### src/rtl/csr_backing_ram.sv
`default_nettype none
// ============================================================================
// Module   : csr_backing_ram
// Brief    : Single-port byte-enabled backing RAM for the CSR-to-RAM bridge,
//            with 1/2-cycle read latency and an optional post-reset clear.
// Revision : 1.0 - initial release
// ============================================================================
module csr_backing_ram #(
    parameter int WORD_BIT_WIDTH      = 32,
    parameter int WORD_ADDR_BIT_WIDTH = 6,
    parameter bit OUTPUT_REG_IS_USED  = 1'b0,
    parameter bit INIT_CLEAR_EN       = 1'b1
) (
    input  logic                             i_clk,
    input  logic                             i_sync_rst,
    input  logic                             i_we,
    input  logic [WORD_ADDR_BIT_WIDTH-1:0]   i_word_addr,
    input  logic [WORD_BIT_WIDTH/8-1:0]      i_wr_byte_en,
    input  logic [WORD_BIT_WIDTH-1:0]        i_wr_data,
    output logic [WORD_BIT_WIDTH-1:0]        o_rd_data,
    output logic                             o_init_busy
);

    localparam int c_DEPTH = 2 ** WORD_ADDR_BIT_WIDTH;
    localparam int c_BYTES = WORD_BIT_WIDTH / 8;

    localparam logic [0:0] c_ST_READY = 1'b0;
    localparam logic [0:0] c_ST_CLEAR = 1'b1;
    localparam logic [0:0] c_ST_RESET = INIT_CLEAR_EN ? c_ST_CLEAR : c_ST_READY;

    localparam logic [WORD_ADDR_BIT_WIDTH-1:0] c_LAST_ADDR = '1;

    logic [0:0]                     r_state;
    logic [WORD_ADDR_BIT_WIDTH-1:0] r_clr_addr;
    logic [WORD_BIT_WIDTH-1:0]      r_mem [c_DEPTH];
    logic [WORD_BIT_WIDTH-1:0]      r_rd;

    logic                           w_clearing;
    logic                           w_wr_en;
    logic [WORD_ADDR_BIT_WIDTH-1:0] w_wr_addr;
    logic [c_BYTES-1:0]             w_wr_be;
    logic [WORD_BIT_WIDTH-1:0]      w_wr_data;

    assign w_clearing  = (r_state == c_ST_CLEAR);
    assign o_init_busy = w_clearing;

    // Clear sequencer: one word per cycle, READY after the last address.
    always_ff @(posedge i_clk) begin
        if (i_sync_rst) begin
            r_state    <= c_ST_RESET;
            r_clr_addr <= '0;
        end else if (w_clearing) begin
            r_clr_addr <= r_clr_addr + 1'b1;
            if (r_clr_addr == c_LAST_ADDR) begin
                r_state <= c_ST_READY;
            end
        end
    end

    // The clear owns the write port; external writes are dropped meanwhile.
    always_comb begin
        w_wr_en   = 1'b0;
        w_wr_addr = i_word_addr;
        w_wr_be   = i_wr_byte_en;
        w_wr_data = i_wr_data;
        if (!i_sync_rst) begin
            if (w_clearing) begin
                w_wr_en   = 1'b1;
                w_wr_addr = r_clr_addr;
                w_wr_be   = '1;
                w_wr_data = '0;
            end else begin
                w_wr_en   = i_we;
            end
        end
    end

    always_ff @(posedge i_clk) begin
        if (w_wr_en) begin
            for (int b = 0; b < c_BYTES; b++) begin
                if (w_wr_be[b]) begin
                    r_mem[w_wr_addr][b*8 +: 8] <= w_wr_data[b*8 +: 8];
                end
            end
        end
    end

    // Read-first: the nonblocking write lands after this read samples.
    always_ff @(posedge i_clk) begin
        if (i_sync_rst) begin
            r_rd <= '0;
        end else if (w_clearing) begin
            r_rd <= '0;
        end else begin
            r_rd <= r_mem[i_word_addr];
        end
    end

    generate
        if (OUTPUT_REG_IS_USED) begin : g_out_reg
            logic [WORD_BIT_WIDTH-1:0] r_rd_q;
            always_ff @(posedge i_clk) begin
                if (i_sync_rst) begin
                    r_rd_q <= '0;
                end else begin
                    r_rd_q <= r_rd;
                end
            end
            assign o_rd_data = r_rd_q;
        end else begin : g_no_out_reg
            assign o_rd_data = r_rd;
        end
    endgenerate

endmodule
`default_nettype wire

### config.mk
export PLATFORM = sky130hd
export DESIGN_NAME = csr_backing_ram
export DESIGN_NICKNAME = d
export VERILOG_FILES = /design/src/rtl/csr_backing_ram.sv
export SDC_FILE = /design/constraint.sdc
export NUM_CORES = 2
export LEC_CHECK = 0
export CAP_MARGIN = 20
export CELL_PAD_IN_SITES_DETAIL_PLACEMENT = 0
export CELL_PAD_IN_SITES_GLOBAL_PLACEMENT = 1
export CORE_MARGIN = 2
export CORE_UTILIZATION = 60
export DETAILED_ROUTE_END_ITERATION = 10
export PLACE_DENSITY_LB_ADDON = 0.05
export REMOVE_ABC_BUFFERS = 1
export SLEW_MARGIN = 40
export SYNTH_ARGS = -nofsm -noshare
export SYNTH_HDL_FRONTEND = slang
export SYNTH_SLANG_ARGS = --single-unit
### constraint.sdc
create_clock -name i_clk -period 8.15 [get_ports i_clk]
set_input_delay 0.815 -clock i_clk [delete_from_list [all_inputs] [get_ports i_clk]]
set_output_delay 0.815 -clock i_clk [all_outputs]
set_load 0.02 [all_outputs]
==> flow_metrics.env <==
export IMPL_power_density_nw_per_um2=245
export IMPL_ff_latch_area_sq_um=62300
export IMPL_drt_pre_antenna_iters=5
export IMPL_clock_skew_ns=0.0195
export IMPL_rsz0062_at_grt="false"
export IMPL_synth_top_family_by_area="multiplexers"
export IMPL_cts_root_buf="clkbuf_16"
export IMPL_synthSimpleGateAreaFrac_pct=2.69
export IMPL_ys_warnings_count=0
export IMPL_crit_buf_inv=0
export IMPL_power_internal_uw=17500
export IMPL_setup_violations=0
export IMPL_drtIter0Drc=5530
export IMPL_synth_area_leaders="edfxtp_1 (76%), mux4_2 (16%), nor2_1 (1.4%), mux2i_1 (1.1%), dfxtp_1 (0.97%)"
export IMPL_cp_max_fo=42
export IMPL_async_flop_share_pct=0
export IMPL_io_buffers=77
export IMPL_hold_slack_ns=0.593
export IMPL_hold_buffers=0
export IMPL_syn_area_per_cell_sq_um=22.2
export IMPL_final_util_pct=67.6
export IMPL_htree_levels=4
export IMPL_synth_top_area_share_pct=76.3
export IMPL_die_x_um=371
export IMPL_crit_chain="nand2b_4 > mux2i_2 > and2_1 > nand2_1 > nor2_1"
export IMPL_final_setup_tns_ns=0
export IMPL_clock_sinks=2087
export IMPL_required_ns=8.60
export IMPL_vias=39500
export IMPL_worst_pin_slew_ns=1.00
export IMPL_arrival_ns=4.71
export IMPL_critPathMaxStageDelay_ns=0.82
export IMPL_postCtsSetupBuffers=0
export IMPL_post_dp_hpwl_um=124000
export IMPL_max_cap_violations=0
export IMPL_period_needed_ns=4.26
export IMPL_run_status="complete, no violations"
export IMPL_cp_end_kind="flip-flop"
export IMPL_pre_cts_slack_ns=3.12
export IMPL_synth_adder_area_share_pct=0.0155
export IMPL_grt_busiest_layer="met2"
export IMPL_viasPerCell=6.87
export IMPL_pwr_share_clk_pct=41.2
export IMPL_routabilityCongestion=0.875
export IMPL_start_kind="flip-flop"
export IMPL_grt_pass1_vias=39400
export IMPL_nets=3856
export IMPL_r2r_slack_ns=3.89
export IMPL_ir_drop_uv=220
export IMPL_finalHoldViolations=0
export IMPL_clk_pin_slew_worst_paths_ns=0.06
export IMPL_track_usage_pct=30.6
export IMPL_gr_usage_met3_pct=5.61
export IMPL_min_path_type="flip-flop to flip-flop"
export IMPL_setup_worst_path_class="flip-flop to flip-flop"
export IMPL_cts_tree="done"
export IMPL_synth_ff_type="edfxtp_1"
export IMPL_synth_xor_area_share_pct=0.0435
export IMPL_synth_top_area_cell="edfxtp_1"
export IMPL_core_area_sq_um=133000
export IMPL_routed_wl_um=206000
export IMPL_die_h_um=371
export IMPL_synth_cell_area_sq_um=80600
export IMPL_synthCells=3639
export IMPL_io_pins=78
export IMPL_synth_mux_area_fraction_pct=17.5
export IMPL_synth_seq_area_share_pct=77.3
export IMPL_switching_power_uw=4650
export IMPL_fill_cells=8341
export IMPL_power_frac_seq_pct=53.6
export IMPL_crit_family="simple AND/OR/NAND/NOR gates"
export IMPL_overflow=0
export IMPL_leakage_uw=0.0283
export IMPL_antenna_left=0
export IMPL_ys_ff_latch=2087
export IMPL_synth_edf_count=2048
export IMPL_cts_resized=0
export IMPL_drive_above_1_share_pct=26.5
export IMPL_grt_use_met1_pct=44.9
export IMPL_drcViolationCount=0
export IMPL_multi_input_area_sq_um=17500
export IMPL_wl_per_cell_um=35.9
export IMPL_layout_setup_ws_ns=3.89
export IMPL_synth_compound_area_share_pct=1.21
export IMPL_grt_pass1_wl_um=293000
export IMPL_slew_headroom_pct=33.2
export IMPL_slew_viol_final=0
export IMPL_cts_buffers=201
export IMPL_power_share_combinational_pct=5.3
export IMPL_crit_slowest_cell="dfxtp_1"
export IMPL_swShare_pct=21.0
export IMPL_grt_max_degree=119
export IMPL_fmax_ghz=0.235
export IMPL_num_rows=134
export IMPL_die_area_sq_um=137000
export IMPL_ys_types=58
export IMPL_clock_path_buffers=3
export IMPL_antenna_found_initial=9
export IMPL_synthToLayoutAreaGrowth_pct=11.9
export IMPL_met2_usage_pct=47.8
export IMPL_finalCritPeriodShare_pct=52.3
export IMPL_initial_core_util_pct=60.4
export IMPL_clkLatencyLatePin_ns=0.83
power groups by stage:
stage / Clock (uW) / Combinational, uW / Sequential [uW]
2_1_floorplan: 0 / 545 / 12100
3_3_place_gp: 0 / 1120 / 12100
3_5_place_dp: 0 / 1150 / 12100
4_1_cts: 9210 / 1150 / 11900
5_1_grt: 9620 / 1220 / 11900
6_report: 9110 / 1170 / 11900
final timing paths:
check / start / depth (start not counted) / to
min reg2reg: r_clr_addr[5] / 2 / r_clr_addr[5]
min: r_clr_addr[5] / 2 / r_clr_addr[5]
max: o_init_busy / 5 / r_mem[45][9]
max reg2reg: o_init_busy / 5 / r_mem[45][9]
placed cells by master, fill, tap and decap left out, drive strengths merged, types with 3 or more instances in the layout:
cell type,netlist,routed
nand3,13,13
clkdlybuf4s50,0,72
or2,7,7
nand3b,4,4
a31oi,7,7
mux2i,86,86
o221ai,10,10
a22oi,22,22
mux4,580,580
buf,114,95
o21ai,19,19
nor2,299,299
and2,36,36
a21oi,27,27
dfxtp,39,39
a211oi,7,7
nand2,114,114
edfxtp,2048,2048
bufinv,0,18
o211ai,9,9
and3,3,3
clkinvlp,0,9
nor3,14,14
xor2,3,3
o31ai,3,3
clkbuf,85,254
nor2b,3,3
o22ai,25,25
mux2,16,16
nand4,3,3
inv,4,12
nand2b,12,12
diode,0,3
clkinv,1,83
cells in the mapped netlist, drive strengths merged, types with 2 or more instances:
| library cell | count |
|---|---|
| a21boi | 2 |
| nand3 | 13 |
| a22oi | 22 |
| and3 | 3 |
| inv | 4 |
| nand2b | 12 |
| nand4 | 3 |
| a31oi | 7 |
| a211oi | 7 |
| or2 | 7 |
| o21ai | 19 |
| a21oi | 27 |
| edfxtp | 2048 |
| nor2b | 3 |
| a221o | 2 |
| o221ai | 10 |
| clkbuf | 85 |
| mux2 | 16 |
| buf | 114 |
| o211ai | 9 |
| nor2 | 299 |
| xor2 | 3 |
| o31ai | 3 |
| mux4 | 580 |
| and2 | 36 |
| nor3 | 14 |
| mux2i | 86 |
| o22ai | 25 |
| or3 | 2 |
| nand3b | 4 |
| nor4 | 2 |
| dfxtp | 39 |
| nand2 | 114 |
routing by layer:
metal / wire length [um] / part of all wire [%] / vias to the layer above
met5: 50 / 0.024 / -
met4: 6920 / 3.4 / 8
met3: 19600 / 9.5 / 378
met2: 99700 / 48 / 2423
met1: 80300 / 39 / 21100
li1: - / - / 15600
cell type report:
class                      count  area share [%]
timing repair buffer         167            2.01
inverter                       5          0.0263
antenna                        3         0.00832
multi-input combinational   1348            19.3
clock inverter               117            1.17
tap                         1768            2.45
clock buffer                 254            5.97
sequential                  2087            69.0
stage by stage:
stage | cells | power, uW | area [sq um]
final | 5749 | 22100 | 90200
after detailed placement | 5357 | 13200 | 83300
after CTS | 5728 | 22200 | 89800
after floorplan | 3440 | 12600 | 79600
after global routing | 5747 | 22700 | 90200
after global placement | 5356 | 13200 | 83300
cell families after synthesis:
group | Yosys count
multiplexers | 682
AND/OR/NAND/NOR | 515
adder cells (fa/ha/maj) | 1
flip-flops | 2087
AO/OA/AOI/OAI | 146
buffers and inverters | 204
XOR/XNOR | 4
flip-flops by register name (all words and copies together) (netlist names):
name         flops
o_init_busy      1
r_mem         2048
o_rd_data       32
r_clr_addr       6
worst register-to-register path: stages, from the launching register on:
cell and delay (ns):
dfxtp_1 0.82, nand2b_4 0.51, mux2i_2 0.65, and2_1 0.57
nand2_1 0.60, nor2_1 0.73
Power figures use the tool's default switching activity.
